[config.mk]
export PLATFORM = sky130hd
export DESIGN_NAME = seq_alu_flat
export DESIGN_NICKNAME = d
export VERILOG_FILES = /design/src/rtl/seq_alu_pkg.sv /design/src/rtl/seq_alu_if.sv /design/src/rtl/seq_alu_shift_add_mul.sv /design/src/rtl/seq_alu.sv /design/src/flat_wrapper.sv
export SDC_FILE = /design/constraint.sdc
export NUM_CORES = 1
export LEC_CHECK = 0
export CAP_MARGIN = 40
export CORE_MARGIN = 8
export CORE_UTILIZATION = 40
export CTS_CLUSTER_DIAMETER = 80
export DETAILED_ROUTE_END_ITERATION = 8
export PLACE_DENSITY_LB_ADDON = 0.3
export SYNTH_ARGS = -nofsm -noshare
export SYNTH_HDL_FRONTEND = slang
export SYNTH_SLANG_ARGS = --single-unit
[constraint.sdc]
create_clock -name clk -period 4.55 [get_ports clk]
set_clock_uncertainty 0.1 [all_clocks]
set_input_delay 0.91 -clock clk [delete_from_list [all_inputs] [get_ports clk]]
set_output_delay 0.91 -clock clk [all_outputs]
set_load 0.005 [all_outputs]
[src/rtl/seq_alu_pkg.sv]
// -----------------------------------------------------------------------------
// seq_alu_pkg
// Shared definitions for the sequential ALU: operation select encodings and
// the controller state type.
// Ports: none (package).
// -----------------------------------------------------------------------------
package seq_alu_pkg;

    // Operation select encodings carried on the sel field of the operand bus
    localparam logic [1:0] OP_ADD = 2'b00;
    localparam logic [1:0] OP_SUB = 2'b01;
    localparam logic [1:0] OP_MUL = 2'b10;
    localparam logic [1:0] OP_AND = 2'b11;

    // Controller states: waiting for operands, iterating a multiply, holding a result
    typedef enum logic [1:0] {
        IDLE,
        BUSY,
        DONE
    } state_e;

endpackage

[src/rtl/seq_alu_if.sv]
// -----------------------------------------------------------------------------
// seq_alu_if
// Operand/result bus of the sequential ALU.
// Request side : in_valid, in_ready, a, b, cin, sel
// Response side: out_valid, out_ready, s, cout, prod, zero
// Modports     : master = operand producer / result consumer, slave = the ALU.
// -----------------------------------------------------------------------------
interface seq_alu_if #(
    parameter int WIDTH = 8
);
    logic                 in_valid;
    logic                 in_ready;
    logic [WIDTH-1:0]     a;
    logic [WIDTH-1:0]     b;
    logic                 cin;
    logic [1:0]           sel;
    logic                 out_valid;
    logic                 out_ready;
    logic [WIDTH-1:0]     s;
    logic                 cout;
    logic [2*WIDTH-1:0]   prod;
    logic                 zero;

    modport master (
        output in_valid, a, b, cin, sel, out_ready,
        input  in_ready, out_valid, s, cout, prod, zero
    );

    modport slave (
        input  in_valid, a, b, cin, sel, out_ready,
        output in_ready, out_valid, s, cout, prod, zero
    );

endinterface

[src/rtl/seq_alu_shift_add_mul.sv]
// -----------------------------------------------------------------------------
// shift_add_mul
// Iterative unsigned multiplier, one multiplier bit per cycle, LSB first.
// Ports:
//   clk     in   rising-edge clock
//   rst     in   synchronous active-high reset, aborts a running multiply
//   start_i in   load a_i/b_i and begin a WIDTH-cycle multiply
//   a_i     in   WIDTH-bit multiplicand
//   b_i     in   WIDTH-bit multiplier
//   done_o  out  high during the cycle of the final iteration
//   prod_o  out  2*WIDTH-bit product, valid while done_o is high
// -----------------------------------------------------------------------------
module shift_add_mul #(
    parameter int WIDTH = 8
) (
    input  logic                 clk,
    input  logic                 rst,
    input  logic                 start_i,
    input  logic [WIDTH-1:0]     a_i,
    input  logic [WIDTH-1:0]     b_i,
    output logic                 done_o,
    output logic [2*WIDTH-1:0]   prod_o
);

    localparam int CW = (WIDTH > 2) ? $clog2(WIDTH) : 1;
    localparam logic [CW-1:0] LAST = CW'(WIDTH - 1);

    logic [2*WIDTH-1:0] acc_q;
    logic [2*WIDTH-1:0] acc_d;
    logic [2*WIDTH-1:0] mcand_q;
    logic [WIDTH-1:0]   mplier_q;
    logic [CW-1:0]      count_q;
    logic               run_q;

    // The product is exposed combinationally on the last iteration so the
    // controller can capture it on the same edge the accumulator would update,
    // which keeps the overall multiply latency at WIDTH+1.
    always_comb begin
        acc_d  = mplier_q[0] ? (acc_q + mcand_q) : acc_q;
        done_o = run_q && (count_q == LAST);
        prod_o = acc_d;
    end

    // Accumulator, shifting multiplicand/multiplier and iteration counter.
    // A start always restarts from a clean accumulator.
    always_ff @(posedge clk) begin
        if (rst) begin
            acc_q    <= '0;
            mcand_q  <= '0;
            mplier_q <= '0;
            count_q  <= '0;
            run_q    <= 1'b0;
        end else if (start_i) begin
            acc_q    <= '0;
            mcand_q  <= {{WIDTH{1'b0}}, a_i};
            mplier_q <= b_i;
            count_q  <= '0;
            run_q    <= 1'b1;
        end else if (run_q) begin
            acc_q    <= acc_d;
            mcand_q  <= mcand_q << 1;
            mplier_q <= mplier_q >> 1;
            count_q  <= count_q + 1'b1;
            if (done_o) begin
                run_q <= 1'b0;
            end
        end
    end

endmodule

[src/rtl/seq_alu.sv]
// -----------------------------------------------------------------------------
// seq_alu
// Handshaked ALU (ADD, SUB, MUL, AND) on WIDTH-bit unsigned operands with
// registered results held until consumed.
// Ports:
//   clk  in  rising-edge clock
//   rst  in  synchronous active-high reset
//   bus  seq_alu_if.slave: in_valid/in_ready/a/b/cin/sel operand handshake,
//        out_valid/out_ready/s/cout/prod/zero result handshake
// Build option: SEQ_ALU_FAST_MUL_EN selects a single-cycle combinational
// multiplier instead of the iterative shift_add_mul.
// -----------------------------------------------------------------------------
module seq_alu #(
    parameter int WIDTH = 8
) (
    input  logic        clk,
    input  logic        rst,
    seq_alu_if.slave    bus
);
    import seq_alu_pkg::*;

    state_e               state_q;
    state_e               state_d;
    logic                 accept;
    logic                 load_result;
    logic                 start_mul;
    logic                 mul_done;
    logic [2*WIDTH-1:0]   mul_prod;
    logic [WIDTH-1:0]     b_operand;
    logic [WIDTH:0]       sum_ext;
    logic [WIDTH-1:0]     s_d;
    logic                 cout_d;
    logic [2*WIDTH-1:0]   prod_d;
    logic                 zero_d;
    logic [WIDTH-1:0]     s_q;
    logic                 cout_q;
    logic [2*WIDTH-1:0]   prod_q;
    logic                 zero_q;

    assign accept = bus.in_valid && (state_q == IDLE);

`ifdef SEQ_ALU_FAST_MUL_EN
    assign start_mul = 1'b0;
    assign mul_done  = 1'b0;
    assign mul_prod  = (2*WIDTH)'(bus.a) * (2*WIDTH)'(bus.b);
`else
    assign start_mul = accept && (bus.sel == OP_MUL);

    shift_add_mul #(
        .WIDTH (WIDTH)
    ) u_mul (
        .clk     (clk),
        .rst     (rst),
        .start_i (start_mul),
        .a_i     (bus.a),
        .b_i     (bus.b),
        .done_o  (mul_done),
        .prod_o  (mul_prod)
    );
`endif

    // Result datapath. ADD/SUB/AND are computed straight from the bus at
    // accept. A multiply result comes from mul_prod, which is either the
    // fast product (at accept) or the iterative product (on its last step).
    always_comb begin
        b_operand = (bus.sel == OP_SUB) ? ~bus.b : bus.b;
        sum_ext   = {1'b0, bus.a} + {1'b0, b_operand} + {{WIDTH{1'b0}}, bus.cin};
        s_d       = sum_ext[WIDTH-1:0];
        cout_d    = sum_ext[WIDTH];
        prod_d    = '0;
        zero_d    = (sum_ext[WIDTH-1:0] == '0);
        if ((state_q == BUSY) || (bus.sel == OP_MUL)) begin
            prod_d = mul_prod;
            s_d    = mul_prod[WIDTH-1:0];
            cout_d = |mul_prod[2*WIDTH-1:WIDTH];
            zero_d = (mul_prod == '0);
        end else if (bus.sel == OP_AND) begin
            s_d    = bus.a & bus.b;
            cout_d = 1'b0;
            zero_d = ((bus.a & bus.b) == '0);
        end
    end

    // Controller next-state logic; results are captured only on the
    // transition into DONE, so outputs stay frozen through BUSY and DONE.
    always_comb begin
        state_d     = state_q;
        load_result = 1'b0;
        unique case (state_q)
            IDLE: begin
                if (accept) begin
                    if (start_mul) begin
                        state_d = BUSY;
                    end else begin
                        state_d     = DONE;
                        load_result = 1'b1;
                    end
                end
            end
            BUSY: begin
                if (mul_done) begin
                    state_d     = DONE;
                    load_result = 1'b1;
                end
            end
            DONE: begin
                if (bus.out_ready) begin
                    state_d = IDLE;
                end
            end
            default: state_d = IDLE;
        endcase
    end

    // Controller state register
    always_ff @(posedge clk) begin
        if (rst) begin
            state_q <= IDLE;
        end else begin
            state_q <= state_d;
        end
    end

    // Output registers, cleared on reset and loaded only when entering DONE
    always_ff @(posedge clk) begin
        if (rst) begin
            s_q    <= '0;
            cout_q <= 1'b0;
            prod_q <= '0;
            zero_q <= 1'b0;
        end else if (load_result) begin
            s_q    <= s_d;
            cout_q <= cout_d;
            prod_q <= prod_d;
            zero_q <= zero_d;
        end
    end

    assign bus.in_ready  = (state_q == IDLE);
    assign bus.out_valid = (state_q == DONE);
    assign bus.s         = s_q;
    assign bus.cout      = cout_q;
    assign bus.prod      = prod_q;
    assign bus.zero      = zero_q;

endmodule
[src/flat_wrapper.sv]
// flat-port wrapper written by rule: the top's interface ports become plain ports
module seq_alu_flat import seq_alu_pkg::*;
#(
    parameter int WIDTH = 8
)
  (clk, rst, bus_in_valid, bus_a, bus_b, bus_cin, bus_sel, bus_out_ready, bus_in_ready, bus_out_valid, bus_s, bus_cout, bus_prod, bus_zero);
  seq_alu_if #(.WIDTH(WIDTH)) bus_i ();
  input  logic clk;
  input  logic rst;
  input wire logic [$bits(bus_i.in_valid)-1:0] bus_in_valid;
  input wire logic [$bits(bus_i.a)-1:0] bus_a;
  input wire logic [$bits(bus_i.b)-1:0] bus_b;
  input wire logic [$bits(bus_i.cin)-1:0] bus_cin;
  input wire logic [$bits(bus_i.sel)-1:0] bus_sel;
  input wire logic [$bits(bus_i.out_ready)-1:0] bus_out_ready;
  output wire logic [$bits(bus_i.in_ready)-1:0] bus_in_ready;
  output wire logic [$bits(bus_i.out_valid)-1:0] bus_out_valid;
  output wire logic [$bits(bus_i.s)-1:0] bus_s;
  output wire logic [$bits(bus_i.cout)-1:0] bus_cout;
  output wire logic [$bits(bus_i.prod)-1:0] bus_prod;
  output wire logic [$bits(bus_i.zero)-1:0] bus_zero;
  assign bus_i.in_valid = bus_in_valid;
  assign bus_i.a = bus_a;
  assign bus_i.b = bus_b;
  assign bus_i.cin = bus_cin;
  assign bus_i.sel = bus_sel;
  assign bus_i.out_ready = bus_out_ready;
  assign bus_in_ready = bus_i.in_ready;
  assign bus_out_valid = bus_i.out_valid;
  assign bus_s = bus_i.s;
  assign bus_cout = bus_i.cout;
  assign bus_prod = bus_i.prod;
  assign bus_zero = bus_i.zero;
  seq_alu #(.WIDTH(WIDTH)) u_core (.clk(clk), .rst(rst), .bus(bus_i));
endmodule
==> key figures, run 1 <==
Route
  – Final WL: 12100 µm
  – Routed vias/inst: 5.57
  – DRC viols: 0
  – Avg WL per Cell: 17.2 µm
  – DR iter-0 viols: 319
  – TritonRoute pass-1 iters: 4
  – Via count: 3914
  – Detail Route Antenna Nets: 0

Die
  – IO Pins: 51
  – Die H: 121 µm
  – Die area: 14600 µm²
  – Core area: 10800 µm²
  – Initial Util: 40.6%
  – Core Rows: 38
  – Die Width: 121 µm

Finish
  – Post-route insts no fill: 703
  – Final core occ: 48.0%
  – Fillcell total: 1053
  – Syn-to-layout area delta: 18.0%
  – Net count, final: 609
  – ANT cells: 0
  – Share of layout cells above drive strength 1: 7.28%
  – Multi-input logic area: approximately 2700 µm²
  – Register area: 1440 µm²

Synth
  – Share of the synthesized area in the top cell type: 32.9%
  – Primary FF master, synth: dfxtp_1
  – Main combinational cell family by area after synthesis: compound AO/OA/AOI/OAI gates
  – Yosys top cell by area: dfxtp_1
  – Syn Inst Count: between 500 and 600
  – Synth Area in XOR/XNOR: 4.79%
  – Unique masters post-synth: 61
  – Number of synthesized register bits: 72
  – Sequential cell area fraction in the yosys report: 32.9%
  – Synthesized area per cell: roughly 8.4 µm²
  – Synth Area in Compound Gates: 21.3%
  – Syn Nets: 570
  – EDFF count, synth: 0
  – Adder-Cell Fraction of Synth Area: under 10%
  – Syn Std Cell Area: 4390 µm²
  – Yosys warning total: 0
  – Mux cell area share after synthesis: under 10%
  – Simple-gate portion of the synthesized area: 19.1%
  – Async SR Flop Fraction: 0%
  – Synth area leaders: dfxtp_1, mux2i_1, ha_1, nor2_1, a21oi_1

Timing
  – Crit path time final: 3810 ps
  – Slew margin rel.: a little over half
  – Slew @ Worst Pin: 698 ps
  – Final hold vios: 0
  – Final setup fails: 0
  – Worst Slack Setup Final: around 740 ps
  – FMAX: between 200 and 300 MHz
  – Fin Setup TNS: 0 ps
  – Fin crit share: 83.8%
  – RSZ-0062 raised after global routing: false
  – Final max-slew violation count: 0

Job
  – Max-Cap Viols: 0

Hold path
  – Worst Hold Class: flip-flop to flip-flop
  – Hold depth: 2

Critical path
  – CP startpoint kind: input port
  – Critical Path RT: 4710 ps
  – Crit end category: flip-flop
  – Critical Path AT: 3970 ps
  – Critical path fanouts, max: 5
  – Path depth of the worst reg2reg path: 9
  – Critical path class: input port to flip-flop

Clock tree
  – Post-CTS setup buffer count: 0
  – Clock root buffer: clkbuf_8
  – Post-CTS sizing: 0
  – CTS Hold Buffers Added: 0
  – Clock sink total: 72
  – Clock Pin Slew Worst Setup and Hold Paths: 90 ps
  – Htree depth: 3
  – Clock latency on the worst-skew pair: 360 ps
  – CTS buffer count: 9
  – CTS tree: done
  – Maximum clock path buffer count: 2

Placement
  – Placement Setup Slack: between 300 and 400 ps
  – Final HPWL DP: 9280 µm
  – Port Buf Inserts: 50
  – Cell total after placement: 687
  – Placer Congestion: 0.855

Outcome
  – Outcome: finished, final reports clean

Global route
  – Pin count of the biggest net entering global routing: 55
  – Initial antenna violation count: 0
  – Total Routing Usage GR: 17.2%
  – First-pass GRT wire length: a little over 20000 µm
  – Gr ovfl total: 0
  – Vias in the first global route: 3901

Pwr
  – Pwr Total: about 0.0016 W
  – Power per cell area: approximately 300 nW/µm²
  – Leak: 1.91 nW
  – Peak supply drop: roughly 0.19 mV
## cell usage in the layout (no fill, tap or decap), drive strengths merged, types with 3 or more instances in the layout
cell type,synthesis,layout
fa,3,3
clkinv,0,3
mux2i,37,37
inv,4,6
clkbuf,20,9
a31oi,8,8
nand2b,8,8
dfxtp,72,72
a221oi,5,5
a211oi,29,29
a22oi,4,4
nand4,7,7
ha,25,25
and2,4,4
xnor2,21,21
nor2b,3,3
nor2,81,81
xor2,3,3
clkdlybuf4s50,0,50
o21a,7,7
o21ai,11,11
buf,9,8
nand3b,3,3
a21oi,45,45
a21o,7,7
and3,5,5
nand3,15,15
o21bai,3,3
nand2,42,42
nor3,9,9
## kinds of logic after synthesis
group	after synthesis
multiplexers	39
XOR/XNOR	24
buffers and inverters	34
flip-flops	72
adder cells (fa/ha/maj)	28
AND/OR/NAND/NOR	184
AO/OA/AOI/OAI	138
## routing by layer
| layer | part of all wire [%] | GRT usage, % | vias to the layer above | wire (µm) |
|---|---|---|---|---|
| li1 | - | - | 1960 | - |
| met1 | 45 | 21.3 | 1832 | 5510 |
| met2 | 47 | 28.5 | 108 | 5730 |
| met3 | 5.7 | 4.66 | 14 | 692 |
| met4 | 1.5 | 4.84 | 0 | 177 |
| met5 | 0 | 0 | - | 0 |
## flip-flops by register name (all words and copies together), names as in the netlist
register,flops
u_core.u_mul.acc_q,16
u_core.bus.prod,16
u_core.bus.s,8
u_core.bus.cout,1
u_core.bus.zero,1
u_core.u_mul.mplier_q,8
u_core.u_mul.mcand_q,16
u_core.u_mul.count_q,3
u_core.u_mul.run_q,1
u_core.state_q,2
## stage by stage
| stage | hold WS [ps] | instance area (µm²) |
|---|---|---|
| 6_report | 359 | 5180 |
| 5_1_grt | 370 | 5180 |
| 4_1_cts | 360 | 5180 |
| 3_5_place_dp | 348 | 4950 |
| 3_3_place_gp | 343 | 4930 |
| 2_1_floorplan | 353 | 4390 |
## power by group
group / switching, W / internal (W)
clock: 0.000276 / 0.000315
sequential: 0.0000178 / 0.000654
combinational: 0.000172 / 0.000138
total: 0.000465 / 0.00111
## worst paths after layout
| check | start | endpoint | slack, ps |
|---|---|---|---|
| setup reg to reg | u_core.u_mul.acc_q[1] | u_core.bus.cout | 1330 |
| setup / recovery | bus_sel[0] | u_core.bus.zero | 740 |
| hold / removal | u_core.bus.prod[5] | u_core.bus.prod[5] | 360 |
| hold reg to reg | u_core.bus.prod[5] | u_core.bus.prod[5] | 360 |
## cell usage after synthesis (2+ instances only)
master,instances
a21oi_1,45
clkbuf_8,2
a221oi_1,4
mux2_2,2
nor2b_1,3
o21ai_0,9
buf_2,2
inv_1,4
a211o_1,2
o21bai_1,3
a21o_1,6
and4_1,2
a22oi_1,4
o21a_1,7
fa_1,3
nor2_1,81
mux2i_1,37
o41ai_1,2
buf_6,5
a21boi_0,2
o22ai_1,2
buf_1,2
a2bb2oi_1,2
nand2_1,42
or2_2,2
nor3_1,9
nand4_1,7
clkbuf_1,17
a211oi_2,2
and2_1,3
ha_1,25
xor2_1,3
a31oi_1,8
nand3_1,14
nand3b_1,3
dfxtp_1,72
xnor2_1,21
and3_1,4
nand2b_1,8
a211oi_1,27
## final cells by class
type / instances / area share [%]
Clock buffer: 9 / 2.39
Clock inverter: 7 / 1.98
Inverter: 4 / 0.290
Multi-Input combinational cell: 413 / 53.1
Sequential cell: 72 / 27.9
Tap cell: 140 / 3.38
Timing Repair Buffer: 58 / 11.0
## critical path: stages
cell and delay [ps]:
clkdlybuf4s50_1 530, nand2b_1 100, xnor2_1 150, fa_1 420, fa_1 430, a21o_1 180, a21oi_1 260, o21bai_1 100
a211oi_1 230, a21oi_1 80, o41ai_1 380, nand3_1 110, o41ai_1 90
Power figures use the tool's default switching activity.
==> run 2: changes to the inputs <==
clock period = 3.7 ns   (was 4.55 ns; I/O delays follow)
==> key figures, run 2 (synthesis results as in run 1) <==
Route
  – Detail Route Antenna Nets: 0 (unchanged)
  – Routed vias/inst: 5.46 (-1.9%)
  – DR iter-0 viols: 267 (-16%)
  – DRC viols: 0 (unchanged)
  – Via count: 3910 (-0.10%)
  – Avg WL per Cell: 16.6 µm (-3.8%)
  – TritonRoute pass-1 iters: 4 (unchanged)
  – Final WL: 11900 µm (-2.0%)

Pwr
  – Peak supply drop: 0.201 mV (+4.1%)
  – Sequential power share: 45.1% (+2.4 points)
  – Net Switching: 0.000581 W (+25%)
  – Power per cell area: 350 nW/µm² (+15%)
  – Leak: 1.94 nW (+1.8%)
  – Sw Share: 31.7% (+2.2 points)
  – Clock power frac: 33.0% (-4.6 points)
  – Comb pwr share: 21.9% (+2.2 points)
  – Internal power: 0.00125 W (+13%)

Hold path
  – Hold wc startpoint: u_core.bus.prod[3]
  – Worst Hold Class: flip-flop to flip-flop
  – Hold depth: 2 (unchanged)
  – Hold Path End: u_core.bus.prod[3]

Critical path
  – Crit path max-delay family: compound AO/OA/AOI/OAI gates
  – R2r endpoint: u_core.bus.cout
  – Crit end category: flip-flop
  – Critical path fanouts, max: 2 (-3)
  – Crit-path max cell delay: 410 ps (-120 ps)
  – Crit-path slowest cell: clkdlybuf4s50_1
  – Path depth of the worst reg2reg path: 10 (+1)
  – R2R setup slack: 710 ps (-620 ps)
  – Critical Path AT: 3630 ps (-340 ps)
  – Critical path class: input port to flip-flop
  – Worst r2r src: u_core.u_mul.acc_q[0]
  – CP startpoint kind: input port
  – Critical Path RT: 3870 ps (-840 ps)
  – CP bufs+invs: 1 (unchanged)
  – CP cell instances: clkdlybuf4s50_1 > nand2b_1 > xnor2_1 > fa_1 > fa_1 > a21o_1 > a21oi_1 > o21bai_1 > a211oi_1 > a21oi_1 > o41ai_2 > nand3_1 > o41ai_1

Die
  – Core Rows: 38 (unchanged)
  – Die Width: 121 µm (unchanged)
  – Core area: 10800 µm² (unchanged)
  – IO Pins: 51 (unchanged)
  – Initial Util: 40.6% (unchanged)
  – Die area: 14600 µm² (unchanged)
  – Die H: 121 µm (unchanged)

Placement
  – Placer Congestion: 0.879 (+2.8%)
  – Final HPWL DP: 9110 µm (-1.9%)
  – Port Buf Inserts: 50 (unchanged)

Timing
  – Fin Setup TNS: 0 ps (unchanged)
  – Final hold vios: 0 (unchanged)
  – RSZ-0062 raised after global routing: false
  – WHS: 360 ps (+0.677 ps)
  – Slew margin rel.: 52.8% (-0.67 points)
  – Fin crit share: 93.5%
  – Crit path time final: 3460 ps
  – Final max-slew violation count: 0 (unchanged)
  – FMAX: between 200 and 300 MHz
  – Final setup fails: 0 (unchanged)
  – Slew @ Worst Pin: 708 ps (+10.1 ps)

Clock tree
  – Maximum clock path buffer count: 2 (unchanged)
  – Post-CTS setup buffer count: 0 (unchanged)
  – Clock latency on the worst-skew pair: 360 ps (about the same)
  – CTS buffer count: 9 (unchanged)
  – Htree depth: 3 (unchanged)
  – Clock sink total: 72 (unchanged)
  – CTS tree: done
  – Clock Pin Slew Worst Setup and Hold Paths: 90 ps (about the same)
  – Clock root buffer: clkbuf_8

Finish
  – Fillcell total: 1058 (+0.47%)
  – Net count, final: 622 (+2.1%)
  – ANT cells: 0 (unchanged)
  – Most common cell after layout, fill and taps aside: nor2_1
  – Most frequent cells in the layout: nor2_1, dfxtp_1, clkdlybuf4s50_1
  – Syn-to-layout area delta: 19.4%
  – Share of layout cells above drive strength 1: 9.55% (+2.3 points)

Global route
  – Vias in the first global route: 3873 (-0.72%)
  – First-pass GRT wire length: 19800 µm (-1.8%)
  – Gr ovfl total: 0 (unchanged)
  – Initial antenna violation count: 0 (unchanged)
  – Total Routing Usage GR: 16.7% (-0.49 points)
  – Pin count of the biggest net entering global routing: 55 (unchanged)

Job
  – Max-Cap Viols: 0 (unchanged)

Outcome
  – Outcome: finished, final reports clean
run 2: final cells by class:
| class | count | area [µm²] | area share [%] |
|---|---|---|---|
| timing repair buffer | 71 | 658 | 12.6 |
| clock buffer | 9 | 124 | 2.37 |
| inverter | 4 | 15.0 | 0.287 |
| tap | 140 | 175 | 3.35 |
| clock inverter | 7 | 63.8 | 1.22 |
| sequential | 72 | 1440 | 27.6 |
| multi-input combinational | 413 | 2760 | 52.7 |
run 2: power by group through the flow:
stage | clock network [W] | logic, W | registers, W
after global placement | 0 | 0.000394 | 0.000842
after detailed placement | 0 | 0.000397 | 0.000843
after global routing | 0.000650 | 0.000442 | 0.000829
after CTS | 0.000619 | 0.000400 | 0.000825
final | 0.000604 | 0.000402 | 0.000825
after floorplan | 0 | 0.000257 | 0.000838
run 2: worst max-delay path by stage:
stage	cells after the start	from	to	slack [ps]
floorplan	13	bus_sel[1]	u_core.bus.zero	150
global placement	13	bus_sel[1]	u_core.bus.zero	-150
detailed placement	13	bus_sel[1]	u_core.bus.zero	-160
CTS	13	bus_sel[1]	u_core.bus.zero	200
global route	13	bus_sel[0]	u_core.bus.zero	9
finish	13	bus_sel[1]	u_core.bus.zero	240
run 2: repair_timing:
action	CTS	global route
endpoints found under the setup margin	0	1
hold buffers	0	0
resized for setup	0	1
run 2: tightest hold or removal path: cells and delay by family (launching register included):
family / cells / cell delay [ps]
flops: 1 / 310
simple gates: 1 / 50
compound gates: 1 / 50
run 2: layer usage:
metal  vias to the layer above  wire length (µm)  GRT usage [%]
met5                         -                 0              0
met4                         0               219           5.39
met3                        14               532           3.73
met1                      1831              5580           21.3
met2                        82              5530           27.2
li1                       1983                 -              -
run 2: stage by stage:
stage | utilization [%] | setup WS [ps] | area, µm² | power (W) | std cells
floorplan | - | 149 | 4390 | 0.00110 | 519
global placement | 46.7 | -151 | 5040 | 0.00124 | 700
detailed placement | 46.7 | -157 | 5040 | 0.00124 | 700
CTS | 48.4 | 197 | 5230 | 0.00184 | 716
global route | 48.5 | 8.94 | 5240 | 0.00192 | 716
finish | 48.5 | 239 | 5240 | 0.00183 | 716
